**src/rtl/event_horizon_pipe.sv**
```systemverilog
`default_nettype none
// event_horizon_pipe: per-channel event delay line with status classification,
// rising-edge detection and saturating edge counters. Rev 1.0
module event_horizon_pipe #(
  parameter int                WIDTH     = 2,
  parameter int                DEPTH     = 1,
  parameter int                CODE_W    = 3,
  parameter logic [CODE_W-1:0] CODE_ONE  = 3'b010,
  parameter logic [CODE_W-1:0] CODE_ZERO = 3'b011,
  parameter int                CNT_W     = 8
) (
  input  logic                    clk,
  input  logic                    reset,
  input  logic                    en,
  input  logic                    flush,
  input  logic                    cnt_clr,
  input  logic [WIDTH-1:0]        a,
  output logic [WIDTH-1:0]        b,
  output logic                    b_valid,
  output logic [WIDTH*CODE_W-1:0] c,
  output logic                    c_valid,
  output logic [WIDTH-1:0]        rise,
  output logic [WIDTH*CNT_W-1:0]  cnt
);

  localparam logic [CNT_W-1:0] CNT_MAX = '1;

  logic [WIDTH-1:0]        stage_q [DEPTH];
  logic [WIDTH-1:0]        stage_d [DEPTH];
  logic [DEPTH-1:0]        vld_q, vld_d;
  logic [WIDTH*CODE_W-1:0] c_q, c_d;
  logic                    c_valid_q, c_valid_d;
  logic [WIDTH-1:0]        last_q, last_d;
  logic [WIDTH-1:0]        rise_q, rise_d;
  logic [WIDTH*CNT_W-1:0]  cnt_q, cnt_d;

  always_comb begin
    stage_d   = stage_q;
    vld_d     = vld_q;
    c_d       = c_q;
    c_valid_d = c_valid_q;
    last_d    = last_q;
    rise_d    = '0;
    cnt_d     = cnt_q;

    if (flush) begin
      for (int k = 0; k < DEPTH; k++) stage_d[k] = '0;
      vld_d     = '0;
      c_valid_d = 1'b0;
      last_d    = '0;
      for (int i = 0; i < WIDTH; i++) c_d[i*CODE_W +: CODE_W] = CODE_ZERO;
    end else if (en) begin
      stage_d[0] = a;
      for (int k = 1; k < DEPTH; k++) stage_d[k] = stage_q[k-1];
      vld_d[0] = 1'b1;
      for (int k = 1; k < DEPTH; k++) vld_d[k] = vld_q[k-1];
      c_valid_d = vld_q[DEPTH-1];
      // Classification uses the pre-edge b, valid or not.
      for (int i = 0; i < WIDTH; i++)
        c_d[i*CODE_W +: CODE_W] = stage_q[DEPTH-1][i] ? CODE_ONE : CODE_ZERO;
      if (vld_q[DEPTH-1]) begin
        rise_d = stage_q[DEPTH-1] & ~last_q;
        last_d = stage_q[DEPTH-1];
      end
    end

    for (int i = 0; i < WIDTH; i++) begin
      if (cnt_clr)
        cnt_d[i*CNT_W +: CNT_W] = '0;
      else if (rise_d[i] && (cnt_q[i*CNT_W +: CNT_W] != CNT_MAX))
        cnt_d[i*CNT_W +: CNT_W] = cnt_q[i*CNT_W +: CNT_W] + 1'b1;
    end
  end

  always_ff @(posedge clk) begin
    if (reset) begin
      stage_q   <= '{default: '0};
      vld_q     <= '0;
      c_q       <= {WIDTH{CODE_ZERO}};
      c_valid_q <= 1'b0;
      last_q    <= '0;
      rise_q    <= '0;
      cnt_q     <= '0;
    end else begin
      stage_q   <= stage_d;
      vld_q     <= vld_d;
      c_q       <= c_d;
      c_valid_q <= c_valid_d;
      last_q    <= last_d;
      rise_q    <= rise_d;
      cnt_q     <= cnt_d;
    end
  end

  assign b       = stage_q[DEPTH-1];
  assign b_valid = vld_q[DEPTH-1];
  assign c       = c_q;
  assign c_valid = c_valid_q;
  assign rise    = rise_q;
  assign cnt     = cnt_q;

endmodule
`default_nettype wire

```
**config.mk**
```make
export PLATFORM = sky130hd
export DESIGN_NAME = event_horizon_pipe
export DESIGN_NICKNAME = d
export VERILOG_FILES = /design/src/rtl/event_horizon_pipe.sv
export SDC_FILE = /design/constraint.sdc
export NUM_CORES = 1
export LEC_CHECK = 0
export ABC_CLOCK_PERIOD_IN_PS = 2000
export BUFFER_PORTS_ARGS = -buffer_cell sky130_fd_sc_hd__buf_2
export CORE_MARGIN = 10
export CORE_UTILIZATION = 45
export DETAILED_ROUTE_END_ITERATION = 10
export PLACE_DENSITY = 0.71
export REMOVE_ABC_BUFFERS = 1
export SYNTH_ARGS = -nofsm -noshare
export SYNTH_HDL_FRONTEND = slang
export SYNTH_SLANG_ARGS = --single-unit
export TNS_END_PERCENT = 10
```
**constraint.sdc**
```tcl
create_clock -name clk -period 2 [get_ports clk]
set_input_delay 0.2 -clock clk [delete_from_list [all_inputs] [get_ports clk]]
set_output_delay 0.2 -clock clk [all_outputs]
set_load 0.05 [all_outputs]
```
==> summary.md, run 1 <==
Outcome
- run status: finished clean

Yosys
- count of synthesis-stage warnings from yosys: 0
- Top FF cell, synth: sky130_fd_sc_hd__dfxtp_1
- commonest cells in the synthesized netlist: 26 x sky130_fd_sc_hd__dfxtp_1, 13 x sky130_fd_sc_hd__a21oi_1, 13 x sky130_fd_sc_hd__nor2_1
- gate count of the mapped netlist: 146
- count of flip-flops with a built-in enable after synthesis: 0
- library cells used by synthesis: 34
- synthesized flop and latch total: 26
- cell area after synthesis: 1220 sq um
- ranking of synthesized cells by area: sky130_fd_sc_hd__dfxtp_1 42%, sky130_fd_sc_hd__a21oi_1 5.3%, sky130_fd_sc_hd__nand3_1 4.9%
- largest area contributor in the synthesized netlist: sky130_fd_sc_hd__dfxtp_1
- async set or reset register ratio after synthesis: 0%
- most common cell in the netlist: sky130_fd_sc_hd__dfxtp_1
- sequential cell area fraction in the yosys report: 42.5%
- mean instance size in the synthesized netlist: 8.39 sq um
- post-synth top area share: 42.5%

Timing
- Relative slew margins: 64.5%
- fraction of the cycle the final worst path needs: 88.9%
- slew at the pin with the worst max-slew slack: 530 ps
- Fin Clk Skew: 5.66 ps
- setup_tns: 0 ps
- RSZ-0062 raised after global routing: false
- max-slew violation count: 0
- FMAX: 562 MHz
- number of hold violations in the final report: 0
- post-layout min period: 1780 ps
- setup violators final: 0

Detailed routing
- number of vias in the routed layout: 1132
- number of DRC markers in iteration 0: 45
- ANT nets after route: 0
- DRC viols: 0
- drt pass-1 iters: 4
- routed len/inst: 14.1 microns
- via count normalized by instance count: 5.63
- final WL: 2.84 mm

Critical path
- launching point of the worst reg2reg path: b_valid
- critical path's largest stage delay: 550 ps
- Critical Setup Path Class: reg -> reg
- Crit. Startpoint: b_valid
- cell-by-cell trace of the critical path: nand4b_1, or2_1, or4_1, a21oi_1
- worst path required time: 2250 ps
- termination of the worst setup path: cnt[11]
- Critical Path Fanout Max: 12
- Crit. End Element: flip-flop
- R2R Path End: cnt[11]
- type of origin of the critical path: flip-flop
- r2r setup slk: 220 ps
- Crit-path slowest cell: sky130_fd_sc_hd__or4_1
- reg2reg path depth: 4
- Crit path arrival time: 2030 ps

Floorplan
- Site Rows: 18
- die outline area: 5210 sq um
- initial core utilization: 48.1%
- die span in y: 72.2 microns
- count of boundary I/O pins: 35
- Floorplan Core Area: 2540 sq um
- Die X-Extent: 72.2 microns

Flow run
- max-cap check violation count: 0

Power and ir drop
- portion of total power attributed to sequential cells: 65.6%
- power density over the cells: 578 nW/um^2
- relative contribution of the clock network to total power: 26.5%
- Lkg Pwr: 0.524 nW
- Sw Share: 24.3%
- Net Sw Power: 194 uW
- largest voltage drop on the vdd net: 0.427 mV
- P_int: 605 uW
- power share of the combinational group: 7.9%

Worst hold path
- worst hold path class: in -> reg

CTS
- Resized cells post-CTS: 0
- clock slew at reported path FFs: 130 ps
- Setup Fix Bufs, Post-CTS: 0
- root buffer cell: sky130_fd_sc_hd__clkbuf_4
- hold-fix buffers at CTS: 0
- maximum buffer depth of the clock tree: 2
- number of H-tree levels: 1
- CTS tree: done
- CTS sink count: 26
- number of buffers inserted during clock tree synthesis: 3
- worst-skew pair later-pin latency: 310 ps

Layout
- area grow syn2layout: 12.9%
- fraction of layout instances using a drive strength above 1: 22.8%
- layout net count: 182
- filler cell count: 249
- final std cell area, no fill: 1380 sq um
- number of antenna diodes: 0

Place
- global placement routability congestion: 0.790
- half-perimeter wire length of the detailed placement result: 2.18 mm
- Placed Area: 1360 sq um
- IO buf count: 30

Global route
- initial antenna violation count: 0
- pin count of the biggest net entering global routing: 15
- grt total ovfl: 0
- GR met2 Demand/Resource: 17.5%
- global router's overall resource usage: 10.7%
- via count of the first global-routing pass: 1086
- met1 GRT Util: 13.8%
- grt met3 use: 2.31%
- global-route wire length before repair: 4.79 mm
- busiest layer in global routing: met2

## power groups by stage
stage / combinational [mW] / clock [mW] / sequential [mW]
5_1_grt: 0.0683 / 0.238 / 0.526
2_1_floorplan: 0.0322 / 0 / 0.546
3_3_place_gp: 0.0618 / 0 / 0.536
4_1_cts: 0.0631 / 0.220 / 0.525
3_5_place_dp: 0.0629 / 0 / 0.536
6_report: 0.0631 / 0.211 / 0.525
## registers in the layout, indices dropped and copies added, names as in the netlist
register,cells
cnt,16
b,2
c,2
last_q,2
rise,2
b_valid,1
c_valid,1
## cells by family after synthesis
family | share of synthesized area, %
mux | 2.45
buf+inv | 6.74
other cells | 0.613
compound gates | 16.8
flops | 42.5
simple gates | 28.9
fa+ha+maj | 2.04
## area by class of cell
| cell class | instances | area [sq um] | share of cell area [%] |
|---|---|---|---|
| Tap cell | 30 | 37.5 | 2.71 |
| Inverter | 4 | 15.0 | 1.09 |
| Multi-Input combinational cell | 107 | 629 | 45.5 |
| Sequential cell | 26 | 520 | 37.6 |
| Timing Repair Buffer | 31 | 158 | 11.4 |
| Clock buffer | 3 | 22.5 | 1.63 |
## per-layer routing
metal	part of all wire, %	routed length [microns]
met1	47	1330
met3	3.5	99
met4	0.49	14
met2	49	1390
met5	0	0
## through the flow
step | hold slack (ps) | setup slack [ps] | cells | utilization [%] | power, mW
floorplan | 272 | 36.3 | 137 | - | 0.578
global placement | 434 | 302 | 198 | 53.4 | 0.598
detailed placement | 447 | 244 | 198 | 53.4 | 0.599
CTS | 120 | 209 | 201 | 54.3 | 0.808
global route | 130 | 43.1 | 201 | 54.3 | 0.832
finish | 119 | 221 | 201 | 54.3 | 0.799
## placed cells by master (no fill, tap or decap), drive strengths merged, types with 2 or more instances in the layout
cell	instances
or4	5
nor4	3
o311ai	2
clkbuf	3
or3	3
nand2	12
dfxtp	26
a211oi	3
o21ai	6
o31ai	5
nand4b	2
mux2i	3
conb	4
or2	4
nand3	12
ha	2
inv	4
a21oi	13
and3	3
nor2b	2
buf	31
o41ai	3
nor2	13
## worst min-delay path by stage
stage	cells after the start	startpoint	end
6_report	3	a[1]	b[1]
5_1_grt	2	reset	rise[0]
4_1_cts	3	a[1]	b[1]
3_3_place_gp	3	a[1]	b[1]
3_5_place_dp	3	a[1]	b[1]
2_1_floorplan	1	reset	rise[0]
## critical path, delay by kind of cell, from the launching register on
kind / cells / cell delay [ps]
and+or+nand+nor: 3 / 1120
DFF: 1 / 460
AOI/OAI and AO/OA: 1 / 150
No activity file was read; power rests on OpenSTA's default activity.
==> run 2: changes to the inputs <==
Settings changed: PLACE_DENSITY 0.71 to 0.72.
==> run 2 against run 1 <==
Combinational power shrank 1%. Critical path depth is the same. Sequential cell count is the same. Largest power group unchanged.
==> summary.md, run 2 (synthesis results as in run 1) <==
Global route
- grt total ovfl: 0, unchanged
- global-route wire length before repair: 4.97 mm, +3.8%
- pin count of the biggest net entering global routing: 15, unchanged
- initial antenna violation count: 0, unchanged
- global router's overall resource usage: 11.0%, +0.36 points
- via count of the first global-routing pass: 1126, +3.7%

Critical path
- Crit. Startpoint: b_valid
- Crit path arrival time: 2020 ps, about the same
- worst path required time: 2260 ps, about the same
- type of origin of the critical path: flip-flop
- launching point of the worst reg2reg path: b_valid
- Crit. End Element: flip-flop
- Critical Path Fanout Max: 12, unchanged
- Critical Setup Path Class: reg -> reg

Timing
- setup_tns: 0 ps, unchanged
- worst path setup slack after routing: 237 ps, +15.4 ps
- max-slew violation count: 0, unchanged
- Relative slew margins: 64.4%, -0.11 points
- number of hold violations in the final report: 0, unchanged
- setup violators final: 0, unchanged
- FMAX: 567 MHz, +0.87%
- fraction of the cycle the final worst path needs: 88.2%, -0.77 points
- slew at the pin with the worst max-slew slack: 532 ps, +1.62 ps
- Fin Clk Skew: 5.15 ps, -0.507 ps
- Post-Route Hold Slack: 111 ps, -8.12 ps
- post-layout min period: 1760 ps, -15.4 ps
- RSZ-0062 raised after global routing: false

CTS
- Setup Fix Bufs, Post-CTS: 0, unchanged
- worst-skew pair later-pin latency: 320 ps, about the same
- Resized cells post-CTS: 0, unchanged
- number of buffers inserted during clock tree synthesis: 3, unchanged
- CTS tree: done
- number of H-tree levels: 1, unchanged
- CTS sink count: 26, unchanged
- hold-fix buffers at CTS: 0, unchanged
- maximum buffer depth of the clock tree: 2, unchanged
- root buffer cell: sky130_fd_sc_hd__clkbuf_4
- clock slew at reported path FFs: 130 ps, about the same

Layout
- final core area utilization: 54.3%, unchanged
- final std cell area, no fill: 1380 sq um, unchanged
- filler cell count: 250, +0.40%
- post-route insts no fill: 201, unchanged
- area of the multi-input gates: 629 sq um, unchanged
- layout net count: 182, unchanged
- most common library cell in the layout ignoring fill and taps: sky130_fd_sc_hd__buf_2
- fraction of layout instances using a drive strength above 1: 22.8%, unchanged
- leading cell types in the layout, fill and taps excluded: 30 x sky130_fd_sc_hd__buf_2, 26 x sky130_fd_sc_hd__dfxtp_1, 13 x sky130_fd_sc_hd__nor2_1, 13 x sky130_fd_sc_hd__a21oi_1
- area grow syn2layout: 12.9%, unchanged
- area used by sequential logic in the layout: 520 sq um, unchanged
- number of antenna diodes: 0, unchanged
- number of flip-flops under the largest register name: 16, unchanged

Detailed routing
- drt pass-1 iters: 4, unchanged
- via count normalized by instance count: 5.78, +2.7%
- number of vias in the routed layout: 1162, +2.7%
- DRC viols: 0, unchanged
- final WL: 2.84 mm, about the same
- ANT nets after route: 0, unchanged
- number of DRC markers in iteration 0: 50, +11%
- routed len/inst: 14.1 microns, about the same

Place
- half-perimeter wire length of the detailed placement result: 2.18 mm, about the same
- post-place setup slack: 259 ps, +15.5 ps
- instance count after placement with tap cells included: 198, unchanged
- global placement routability congestion: 0.816, +3.3%
- Placed Area: 1360 sq um, unchanged
- IO buf count: 30, unchanged

Floorplan
- die outline area: 5210 sq um, unchanged
- count of boundary I/O pins: 35, unchanged
- Floorplan Core Area: 2540 sq um, unchanged
- die span in y: 72.2 microns, unchanged
- initial core utilization: 48.1%, unchanged
- Site Rows: 18, unchanged
- Die X-Extent: 72.2 microns, unchanged

Power and ir drop
- overall power consumption: 805 uW, +0.73%
- Net Sw Power: 200 uW, +2.8%
- portion of total power attributed to sequential cells: 65.2%, -0.4 points
- Sw Share: 24.8%, +0.51 points
- Lkg Pwr: 0.524 nW, unchanged
- relative contribution of the clock network to total power: 27.1%, +0.6 points
- largest voltage drop on the vdd net: 0.329 mV, -23%
- power density over the cells: 582 nW/um^2, +0.73%
- P_int: 605 uW, about the same
- power share of the combinational group: 7.7%, -0.2 points

Flow run
- max-cap check violation count: 0, unchanged

Worst hold path
- origin of the worst min-delay path: a[1]
- worst hold path class: in -> reg

Outcome
- run status: finished clean

run 2: cell counts in the layout (fill, tap and decap cells not counted):
No cell type changed its count.
run 2: cell type report:
cell class	count	area share (%)
clock buffer	3	1.63
inverter	4	1.09
multi-input combinational	107	45.5
sequential	26	37.6
tap	30	2.71
timing repair buffer	31	11.4
run 2: worst paths after layout:
| path | slack (ps) | end | cells past startpoint |
|---|---|---|---|
| setup / recovery | 240 | cnt[12] | 4 |
| hold / removal | 110 | b[1] | 3 |
| setup reg to reg | 240 | cnt[12] | 4 |
| hold reg to reg | 470 | last_q[1] | 2 |
run 2: layer usage:
| metal | global-route usage (%) | routed length, microns | share of wire [%] |
|---|---|---|---|
| met5 | 0 | 0 | 0 |
| met3 | 2.99 | 161 | 5.7 |
| met1 | 13.9 | 1300 | 46 |
| met4 | 3.87 | 47 | 1.7 |
| met2 | 17.6 | 1330 | 47 |
run 2: power by group through the flow:
stage                     combinational (mW)  sequential [mW]  clock [mW]
after global placement                0.0616            0.536           0
after floorplan                       0.0322            0.546           0
after detailed placement              0.0621            0.536           0
final                                 0.0623            0.525       0.218
after CTS                             0.0621            0.525       0.229
after global routing                  0.0676            0.526       0.240
run 2: worst max-delay path, cell delays in order (launching register included):
cell	delay [ps]
sky130_fd_sc_hd__dfxtp_1	460
sky130_fd_sc_hd__nand4b_1	170
sky130_fd_sc_hd__or2_1	380
sky130_fd_sc_hd__or4_1	540
sky130_fd_sc_hd__a21oi_1	150
==> run 3: changes to the inputs <==
Settings changed: ABC_CLOCK_PERIOD_IN_PS 2000 to 1450, BUFFER_PORTS_ARGS -buffer_cell sky130_fd_sc_hd__buf_2 to -buffer_cell sky130_fd_sc_hd__buf_4, PLACE_DENSITY 0.72 to 0.74.
Clock period 2 ns to 1.45 ns, I/O delays scaled along.
==> run 3 against run 2 <==
Sequential share of layout area is 8.1 points lower. Critical path depth did not move. Hold slack got worse by 110 ps. Non-clock buffer count rose by 27. Clock-buffer cell count grew 1. Clock power increased by 76%. Sequential cell count did not move. Clock skew is 3.5 ps lower. Highest routed layer unchanged. Cell count increased by 14%. The flow now finishes with violations (setup timing). Utilization rose by 15 points. Die area unchanged. Power grew 52%.
==> summary.md, run 3 (synthesis results as in run 1) <==
Outcome
- run status: finished with violations
- violated checks: setup timing

Timing
- FMAX: 638 MHz, +13%
- fraction of the cycle the final worst path needs: 108%, +20 points
- worst path setup slack after routing: -117 ps, -354 ps
- Fin Clk Skew: 1.65 ps, -3.50 ps
- setup_tns: -532 ps, -532 ps
- RSZ-0062 raised after global routing: true
- post-layout min period: 1570 ps, -196 ps
- setup violators final: 8, +8
- max-slew violation count: 0, unchanged
- number of hold violations in the final report: 0, unchanged

CTS
- CTS sink count: 26, unchanged
- maximum buffer depth of the clock tree: 2, unchanged
- number of buffers inserted during clock tree synthesis: 3, unchanged
- clock slew at reported path FFs: 150 ps, +20 ps
- number of H-tree levels: 1, unchanged
- root buffer cell: sky130_fd_sc_hd__clkbuf_4
- CTS tree: done
- worst-skew pair later-pin latency: 330 ps, about the same

Global route
- pin count of the biggest net entering global routing: 15, unchanged
- global-route wire length before repair: 6.18 mm, +24%
- global router's overall resource usage: 14.2%, +3.2 points
- initial antenna violation count: 0, unchanged
- grt total ovfl: 0, unchanged
- via count of the first global-routing pass: 1289, +14%

Power and ir drop
- overall power consumption: 1.22 mW, +52%
- largest voltage drop on the vdd net: 0.628 mV, +91%
- power density over the cells: 690 nW/um^2, +18%
- Lkg Pwr: 0.678 nW, +29%

Layout
- number of antenna diodes: 0, unchanged
- fraction of layout instances using a drive strength above 1: 40.7%, +18 points
- leading cell types in the layout, fill and taps excluded: 57 x sky130_fd_sc_hd__buf_4, 24 x sky130_fd_sc_hd__dfxtp_1, 12 x sky130_fd_sc_hd__nor2_1, 12 x sky130_fd_sc_hd__nand2_1
- layout net count: 209, +15%
- most common library cell in the layout ignoring fill and taps: sky130_fd_sc_hd__buf_4
- area grow syn2layout: 44.4%
- number of flip-flops under the largest register name: 16, unchanged

Detailed routing
- ANT nets after route: 0, unchanged
- number of DRC markers in iteration 0: 48, -4.0%
- routed len/inst: 15.8 microns, +12%
- final WL: 3.61 mm, +27%
- DRC viols: 0, unchanged
- via count normalized by instance count: 5.69, -1.7%
- drt pass-1 iters: 4, unchanged
- number of vias in the routed layout: 1302, +12%

Floorplan
- die outline area: 5210 sq um, unchanged
- count of boundary I/O pins: 35, unchanged
- Floorplan Core Area: 2540 sq um, unchanged
- die span in y: 72.2 microns, unchanged
- Site Rows: 18, unchanged
- initial core utilization: 48.1%, unchanged
- Die X-Extent: 72.2 microns, unchanged

Critical path
- type of origin of the critical path: flip-flop
- Crit. End Element: flip-flop
- worst path required time: 1720 ps, -540 ps
- Critical Path Fanout Max: 5, -7
- Critical Setup Path Class: reg -> reg
- Crit path arrival time: 1840 ps, -180 ps

Place
- half-perimeter wire length of the detailed placement result: 2.69 mm, +23%
- global placement routability congestion: 0.867, +6.2%
- IO buf count: 30, unchanged

Worst hold path
- worst hold path class: in -> reg

Flow run
- max-cap check violation count: 0, unchanged

-- run 3: layout make-up --
cell class / count / area (sq um)
clock buffer: 4 / 36.3
fill: 192 / 776
inverter: 4 / 15.0
multi-input combinational: 107 / 719
sequential: 26 / 523
tap: 30 / 37.5
timing repair buffer: 58 / 438
-- run 3: what timing repair did --
action                                  4_1_cts  5_1_grt
resized for setup                            12       12
buffers inserted                              0        1
hold buffers                                  0        1
endpoints found under the setup margin       13       15
endpoints found under the hold margin         0        1
pin swaps                                     4        3
-- run 3: worst paths after layout --
path	startpoint	to	slack, ps	cells after the start
worst max register to register	last_q[1]	cnt[11]	-120	4
worst max-delay path	last_q[1]	cnt[11]	-120	4
worst min register to register	last_q[1]	last_q[1]	480	2
worst min-delay path	reset	rise[1]	4	2
-- run 3: routing by layer --
layer,part of all wire [%],wire length (microns),GRT usage [%]
met5,0,0,0
met1,43,1570,16.5
met4,2.2,78,5.81
met3,5.4,195,4.08
met2,49,1770,23.8
-- run 3: power by group --
part | switching [mW] | leakage, nW | internal (mW)
registers | 0.00224 | 0.211 | 0.719
clock network | 0.230 | 0.0210 | 0.154
logic | 0.0782 | 0.446 | 0.0364
total | 0.311 | 0.678 | 0.909
-- run 3: stage by stage --
stage / setup WS, ps / utilization, % / cell area [sq um] / hold WS [ps] / instances
3_3_place_gp: -84.4 / 63.8 / 1620 / 368 / 223
2_1_floorplan: -514 / - / 1160 / 217 / 137
6_report: -117 / 69.5 / 1770 / 4.30 / 229
4_1_cts: -113 / 66.6 / 1700 / 7.95 / 227
5_1_grt: -185 / 69.5 / 1770 / 12.7 / 229
3_5_place_dp: -156 / 63.8 / 1620 / 375 / 223
-- run 3: worst max-delay path: stages (launching register included) --
cell,delay [ps]
sky130_fd_sc_hd__dfxtp_1,340
sky130_fd_sc_hd__nand4b_1,200
sky130_fd_sc_hd__or2_4,280
sky130_fd_sc_hd__or4_4,530
sky130_fd_sc_hd__a21oi_2,160
